$ cat src/rtl/parking_pkg.sv
// Shared definitions for the parking exit gate: FSM encoding, exit code and
// the 7-segment digit table.
package parking_pkg;

  typedef enum logic [2:0] {
    StIdle       = 3'b000,
    StWaitTicket = 3'b001,
    StDenied     = 3'b010,
    StPaid       = 3'b011,
    StHold       = 3'b100
  } state_e;

  localparam logic [1:0] CodeDigit1 = 2'b10;
  localparam logic [1:0] CodeDigit2 = 2'b01;

  localparam logic [6:0] SegBlank = 7'h7f;

  // Active-low segments, bit 6 = g ... bit 0 = a; entry [d] is digit d.
  localparam logic [9:0][6:0] Seg7Table = {
    7'h10, 7'h00, 7'h78, 7'h02, 7'h12, 7'h19, 7'h30, 7'h24, 7'h79, 7'h40
  };

endpackage

$ cat src/rtl/seg7_decoder.sv
// BCD digit to active-low 7-segment pattern; non-decimal codes blank the digit.
module seg7_decoder
  import parking_pkg::*;
(
  input  logic [3:0] bcd_i,
  output logic [6:0] seg_o
);

  always_comb begin
    seg_o = SegBlank;
    if (bcd_i <= 4'd9) begin
      seg_o = Seg7Table[bcd_i];
    end
  end

endmodule

$ cat src/rtl/parking_exit_gate.sv
// Exit barrier controller: ticket-checking Moore FSM, occupancy counter and a
// two-digit free-bay display.
module parking_exit_gate
  import parking_pkg::*;
#(
  parameter int unsigned CAPACITY    = 20,
  parameter int unsigned WAIT_CYCLES = 4
) (
  input  logic       clk,
  input  logic       reset_n,
  input  logic       car_entered,
  input  logic       sensor_exit,
  input  logic       sensor_clear,
  input  logic [1:0] ticket_1,
  input  logic [1:0] ticket_2,
  output logic       GREEN_LED,
  output logic       RED_LED,
  output logic       GATE_OPEN,
  output logic       FULL,
  output logic [6:0] occupancy,
  output logic [6:0] HEX_1,
  output logic [6:0] HEX_2
);

  localparam int unsigned WaitW = (WAIT_CYCLES < 1) ? 1 : $clog2(WAIT_CYCLES + 1);
  localparam logic [WaitW-1:0] WaitLast = WaitW'(WAIT_CYCLES);
  localparam logic [6:0] Cap = 7'(CAPACITY);

  state_e           state_q, state_d;
  logic [WaitW-1:0] wait_q, wait_d;
  logic [6:0]       occ_q, occ_d;
  logic             tgl_q, tgl_d;
  logic [3:0]       ones_q, ones_d, tens_q, tens_d;
  logic [6:0]       free_bays;
  logic             code_ok;
  logic             exit_done;

  assign code_ok = (ticket_1 == CodeDigit1) && (ticket_2 == CodeDigit2);

  always_ff @(posedge clk or negedge reset_n) begin
    if (!reset_n) begin
      state_q <= StIdle;
      wait_q  <= '0;
      occ_q   <= '0;
      tgl_q   <= 1'b0;
      ones_q  <= 4'(CAPACITY % 10);
      tens_q  <= 4'(CAPACITY / 10);
    end else begin
      state_q <= state_d;
      wait_q  <= wait_d;
      occ_q   <= occ_d;
      tgl_q   <= tgl_d;
      ones_q  <= ones_d;
      tens_q  <= tens_d;
    end
  end

  always_comb begin
    state_d   = state_q;
    wait_d    = '0;
    exit_done = 1'b0;
    case (state_q)
      StIdle: begin
        if (sensor_exit && (occ_q != 7'd0)) state_d = StWaitTicket;
      end
      StWaitTicket: begin
        if (wait_q == WaitLast) begin
          state_d = code_ok ? StPaid : StDenied;
        end else begin
          wait_d = wait_q + 1'b1;
        end
      end
      StDenied: begin
        if (code_ok) begin
          state_d = StPaid;
        end else if (!sensor_exit) begin
          state_d = StIdle;
        end
      end
      StPaid: begin
        // A second car at the barrier while the first clears is a tailgate.
        if (sensor_exit && sensor_clear) begin
          state_d = StHold;
        end else if (sensor_clear) begin
          state_d   = StIdle;
          exit_done = 1'b1;
        end
      end
      StHold: begin
        if (code_ok) state_d = StPaid;
      end
      default: state_d = StIdle;
    endcase
  end

  assign tgl_d = (state_q == StHold) ? ~tgl_q : 1'b0;

  always_comb begin
    GREEN_LED = 1'b0;
    RED_LED   = 1'b0;
    GATE_OPEN = 1'b0;
    case (state_q)
      StWaitTicket: RED_LED = 1'b1;
      StDenied:     RED_LED = 1'b1;
      StPaid: begin
        GREEN_LED = 1'b1;
        GATE_OPEN = 1'b1;
      end
      StHold:       RED_LED = ~tgl_q;
      default: ;
    endcase
  end

  // An entry and an exit in the same cycle cancel, even when full.
  always_comb begin
    occ_d = occ_q;
    if (car_entered && !exit_done) begin
      if (occ_q < Cap) occ_d = occ_q + 7'd1;
    end else if (exit_done && !car_entered) begin
      if (occ_q != 7'd0) occ_d = occ_q - 7'd1;
    end
  end

  assign free_bays = Cap - occ_q;
  assign ones_d    = 4'(free_bays % 7'd10);
  assign tens_d    = 4'(free_bays / 7'd10);

  assign occupancy = occ_q;
  assign FULL      = (occ_q == Cap);

  seg7_decoder u_seg_ones (
    .bcd_i (ones_q),
    .seg_o (HEX_1)
  );

  seg7_decoder u_seg_tens (
    .bcd_i (tens_q),
    .seg_o (HEX_2)
  );

endmodule

$ cat config.mk
export PLATFORM = sky130hd
export DESIGN_NAME = parking_exit_gate
export DESIGN_NICKNAME = d
export VERILOG_FILES = /design/src/rtl/parking_pkg.sv /design/src/rtl/seg7_decoder.sv /design/src/rtl/parking_exit_gate.sv
export SDC_FILE = /design/constraint.sdc
export NUM_CORES = 1
export LEC_CHECK = 0
export BUFFER_PORTS_ARGS = -buffer_cell sky130_fd_sc_hd__buf_2
export CAP_MARGIN = 20
export CORE_MARGIN = 2
export CORE_UTILIZATION = 40
export DETAILED_ROUTE_END_ITERATION = 7
export SKIP_CTS_REPAIR_TIMING = 1
export SLEW_MARGIN = 20
export SYNTH_ARGS = -nofsm -noshare
export SYNTH_HDL_FRONTEND = slang
export SYNTH_SLANG_ARGS = --single-unit
$ cat constraint.sdc
create_clock -name clk -period 6.9 [get_ports clk]
set_input_delay 1.035 -clock clk [delete_from_list [all_inputs] [get_ports clk]]
set_output_delay 1.035 -clock clk [all_outputs]
set_load 0.1 [all_outputs]
; Yosys cells after proc, flatten, opt, wreduce, memory -nomap -nowiden
; Memory sizes are Yosys's and may differ from the RTL's.
; Index checks and enable logic that the tools add are counted.
[totals]
reg_bits = 22
romBits = 224
wordCells = 73
ramBits = 0
n_memories = 2
output_inout_bits = 25
latch_bits = 0
[memory_table]
columns = name, depth, width, read_ports, rd_ports_with_merged_regs, wr, line
row1 = (no name shown), 16, 7, 1, 0, 0, seg7_decoder.sv:12  ; seg_o = Seg7Table[bcd_i];
row2 = (no name shown), 16, 7, 1, 0, 0, seg7_decoder.sv:12
[op_classes]
n_addsub = 4
div_mod_pow = 2
mux = 25
mul = 0
bitwise_logic = 1
eq_ne = 14
reduce_logical = 14
order_cmp = 5
shifts = 0
[op_table]
columns = cell, n
row1 = $mux 7, 8
row2 = $mux 3, 9
row3 = $pmux 3 s5, 1
row4 = $lt 4x5->1 const B, 2
row5 = $le 4x4->1 const B, 2
row6 = $add 7x1->7 const B, 1
row7 = $div 7x4->7 const B, 1
row8 = $eq 7x5->1 const B, 1
row9 = $lt 7x5->1 const B, 1
row10 = $mod 7x4->7 const B, 1
row11 = $reduce_bool 7->1, 1
row12 = $sub 5x7->7 const A, 1
row13 = $sub 7x1->7 const B, 1
row14 = $eq 3x2->1 const B, 2
row15 = $eq 3x3->1 const B, 2
row16 = $mux 1, 6
row17 = $ne 2x2->1 const B, 3
row18 = $ne 3x3->1 const B, 2
row19 = $logic_and 1x1->1, 5
row20 = $reduce_and 5->1, 1
row21 = $reduce_bool 2->1, 2
row22 = $add 3x1->3 const B, 1
row23 = $eq 3x1->1 const B, 1
row24 = $logic_not 3->1, 1
row25 = other kinds (8), 9

; Logic depth before layout (Yosys ltp)
[depth]
depth_word = 7
depth_mapped = 14
mapped_depth_nobuf = 13

; Hierarchy
; From an unflattened synthesis, not the netlist that was laid out.
[unflattened]
cells_unflattened = 335
hier_area_um2 = 2591.2
[modules_own_cells]
columns = module, cells_each, instances, area_each_um2
row1 = parking_exit_gate, 275, 1, 2178.3
row2 = seg7_decoder, 30, 2, 206.4

; Worst setup path after synthesis
; OpenSTA, ideal clock, no wires.
[synth_timing]
path_kind = reg2out
from = reg occ_q[3] (netlist: occupancy[3])
to = out FULL
stages_incl_launch_ff = 5
arrival_ps = 4314
t_required_ps = 5865
slack_ps = 1551
n_path_buf = 3
path_cell_list = dfrtp_1 > buf_4 > buf_6 > buf_2 > nor4_1
[synth_via]
elab_chain_len = 1
[synth_lines]
columns = item, line
row1 = "start, declared", parking_exit_gate.sv:31  ; logic [6:0] occ_q, occ_d;
row2 = "start signal, assigned", parking_exit_gate.sv:44  ; occ_q <= '0;
row3 = "start signal, assigned", parking_exit_gate.sv:51  ; occ_q <= occ_d;
row4 = $eq 7x5->1, parking_exit_gate.sv:129  ; assign FULL = (occ_q == Cap);
row5 = "end, declared", parking_exit_gate.sv:19  ; output logic FULL,
; Every way passes these cells.

; Worst setup path after layout
[layout_timing]
from = reg occ_q[0] (netlist: occupancy[0])
to = out FULL
; The elaborated chain is that of the path after synthesis.

==> metrics.md <==
| Metric | Value |
|---|---|
| CTS clk-pin slew, worst paths | 0.08 ns |
| Largest cells by area after synthesis | dfrtp_1 21%, ha_1 11%, a21oi_1 5.4%, xnor2_1 5.3%, nor2_1 4.4% |
| Ports | 34 |
| DIE WIDTH | 82.8 µm |
| Final worst path period share | 50.7% |
| Fin. Hold Viols | 0 |
| Cell with the most instances after synthesis | nor2_1 |
| Post-Synth XOR/XNOR Area | 8.67% |
| Largest net degree at the start of global routing | 31 |
| Area delta synth->final | 7.66% |
| Die Ht | 82.8 µm |
| Fillcell total | 625 |
| Synth Area in Simple Gates | 18.0% |
| Crit path kind | reg -> out |
| Dpl hpwl | 4040 µm |
| Die area | 0.00685 mm² |
| TNS Setup | 0 ns |
| Gp weighted congestion | 0.752 |
| RSZ-0062 raised after global routing | false |
| DRC Markers | 0 |
| Async set-reset flop share out of synthesis | 100% |
| Vias in the first global route | 1932 |
| Drt pass-1 iters | 5 |
| Max-slew violation count | 0 |
| Minimum clock period after layout | 3.50 ns |
| CTS Buf Count | 3 |
| Share of cells above drive strength 1 | 15.6% |
| Synth unique cells | 65 |
| Skew-Pair Late Insertion Delay | 0.26 ns |
| Cells after synthesis | 312 |
| Largest family of logic cells by synthesized area | compound AO/OA/AOI/OAI gates |
| Routed Antenna Nets | 0 |
| Mapped Nets | 344 |
| Fmax | 0.286 GHz |
| Inst Count DP | 398 |
| Status | finished clean |
| Critical Path Source | occupancy[0] |
| CTS Buffer Depth | 2 |
| Flops & latches, synth | 22 |
| Routed wire length | 5530 µm |
| Seq/Total Area, Yosys | 22.2% |
| Final cell count without fillers | 402 |
| Via density | 5.52 |
| Adder-cell share of the synthesized area | 12.7% |
| Iteration-0 DRC Markers | 137 |
| Root Driver | clkbuf_8 |
| Crit Path Max Fanout | 19 |
| Post-synth EDFFs | 0 |
| Synth Area per Inst | 7.96 µm² |
| Critical Path RT | 5.86 ns |
| Area of the multi-input gates | 0.00169 mm² |
| Post-synthesis mux area share | 2.17% |
| Critical Path End Type | output port |
| CTS sink count | 22 |
| TritonCTS clock tree | yes |
| Port Buffer Count | 33 |
| Global route overflow | 0 |
| Worst Hold Class | reg -> reg |
| Tightest Pin Transition | 0.958 ns |
| Initial Util | 41.7% |
| Hold path startpoint | wait_q[0] |
| Fin util | 44.9% |
| Worst flop-to-flop path startpoint | occupancy[0] |
| Post-synth top cells | 29 x nor2_1, 27 x a21oi_1, 23 x inv_1, 23 x nand2_1, 22 x ha_1 |
| Reg2reg setup slack | 3.69 ns |
| Max-cap violations | 0 |
| WL per Instance | 13.8 µm |
| FP Rows | 28 |
| Vias | 2218 |
| Worst Path Arrival | 2.47 ns |
| First-pass GRT wire length | 9110 µm |
| Cell Area, Synth | 0.00248 mm² |
| Register area | 552 µm² |
| Largest area contributor in the netlist | dfrtp_1 |
| GRT Util Overall | 16.9% |
| Compound-cell area share of the yosys netlist | 26.5% |
| H-tree depth | 1 |
| Setup crit start kind | flip-flop |
| ANT cells | 0 |
| Setup-failing EPs final | 0 |
| Initial antenna violation count | 0 |
| Slew margin rel. | 36.2% |
| Nets@finish | 360 |
| Core Region | 0.00596 mm² |
| YS warnings | 0 |
| Setup Skew | 0.000913 ns |
| Top_reg_cell synth | dfrtp_1 |
| Post-synth top area share | 21.2% |
-- flip-flops by register name, summed over array words and instances (netlist names) --
name       cells
tens_q         4
occupancy      7
state_q        3
tgl_q          1
ones_q         4
wait_q         3
-- layout make-up --
| type | instances | share of cell area, % |
|---|---|---|
| Timing Repair Buffer | 34 | 6.46 |
| Tap cell | 75 | 3.51 |
| Multi-Input combinational cell | 242 | 63.2 |
| Inverter | 25 | 3.51 |
| Clock inverter | 1 | 1.12 |
| Sequential cell | 22 | 20.6 |
| Clock buffer | 3 | 1.54 |
-- critical path, cell delays in order, from the launching register on --
cell and delay (ns):
dfrtp_1 0.50, inv_1 0.16, ha_1 0.67, nand2_1 0.18
nor4_1 0.21, buf_2 0.48
-- worst paths after layout --
check,end,depth (start not counted)
max in group asynchronous,tens_q[1],1
min in group asynchronous,wait_q[2],1
setup reg to reg,ones_q[1],11
hold / removal,wait_q[0],1
setup / recovery,FULL,5
hold reg to reg,wait_q[0],1
-- logic make-up (layout without fill, tap and decap cells) --
kind of cell	count (synthesis)	count (layout)
compound gates	100	100
simple gates	90	90
buf+inv	48	63
fa+ha+maj	25	25
xor+xnor	22	22
flops	22	22
mux	5	5
-- per-stage QoR --
| step | instance area [µm²] | setup slack [ns] | hold slack (ns) |
|---|---|---|---|
| after floorplan | 2480 | 1.55 | 0.437 |
| after global placement | 2600 | 3.73 | 0.464 |
| after detailed placement | 2600 | 3.65 | 0.473 |
| after CTS | 2670 | 3.40 | 0.485 |
| after global routing | 2670 | 3.17 | 0.508 |
| final | 2670 | 3.40 | 0.487 |
-- placed cells by master (no fill, tap or decap), types with 6 or more instances in the layout --
master,n
o21ai_0,18
nand2_1,23
nand3_1,6
nor2_1,29
nor3_1,7
o21ai_1,6
xnor2_1,15
a21oi_1,27
inv_1,23
a21o_1,7
ha_1,22
a31oi_1,7
dfrtp_1,21
buf_2,33
-- routing by layer --
| layer | up-vias | routed length (µm) | track usage, % |
|---|---|---|---|
| met5 | - | 0 | 0 |
| li1 | 1129 | - | - |
| met3 | 4 | 221 | 2.27 |
| met1 | 1027 | 2650 | 23.7 |
| met2 | 58 | 2610 | 28.0 |
| met4 | 0 | 42 | 2.95 |
Power is left out: the tool's default activity adds up to more than one toggle a clock period on the data nets, which glitch-free logic cannot reach.
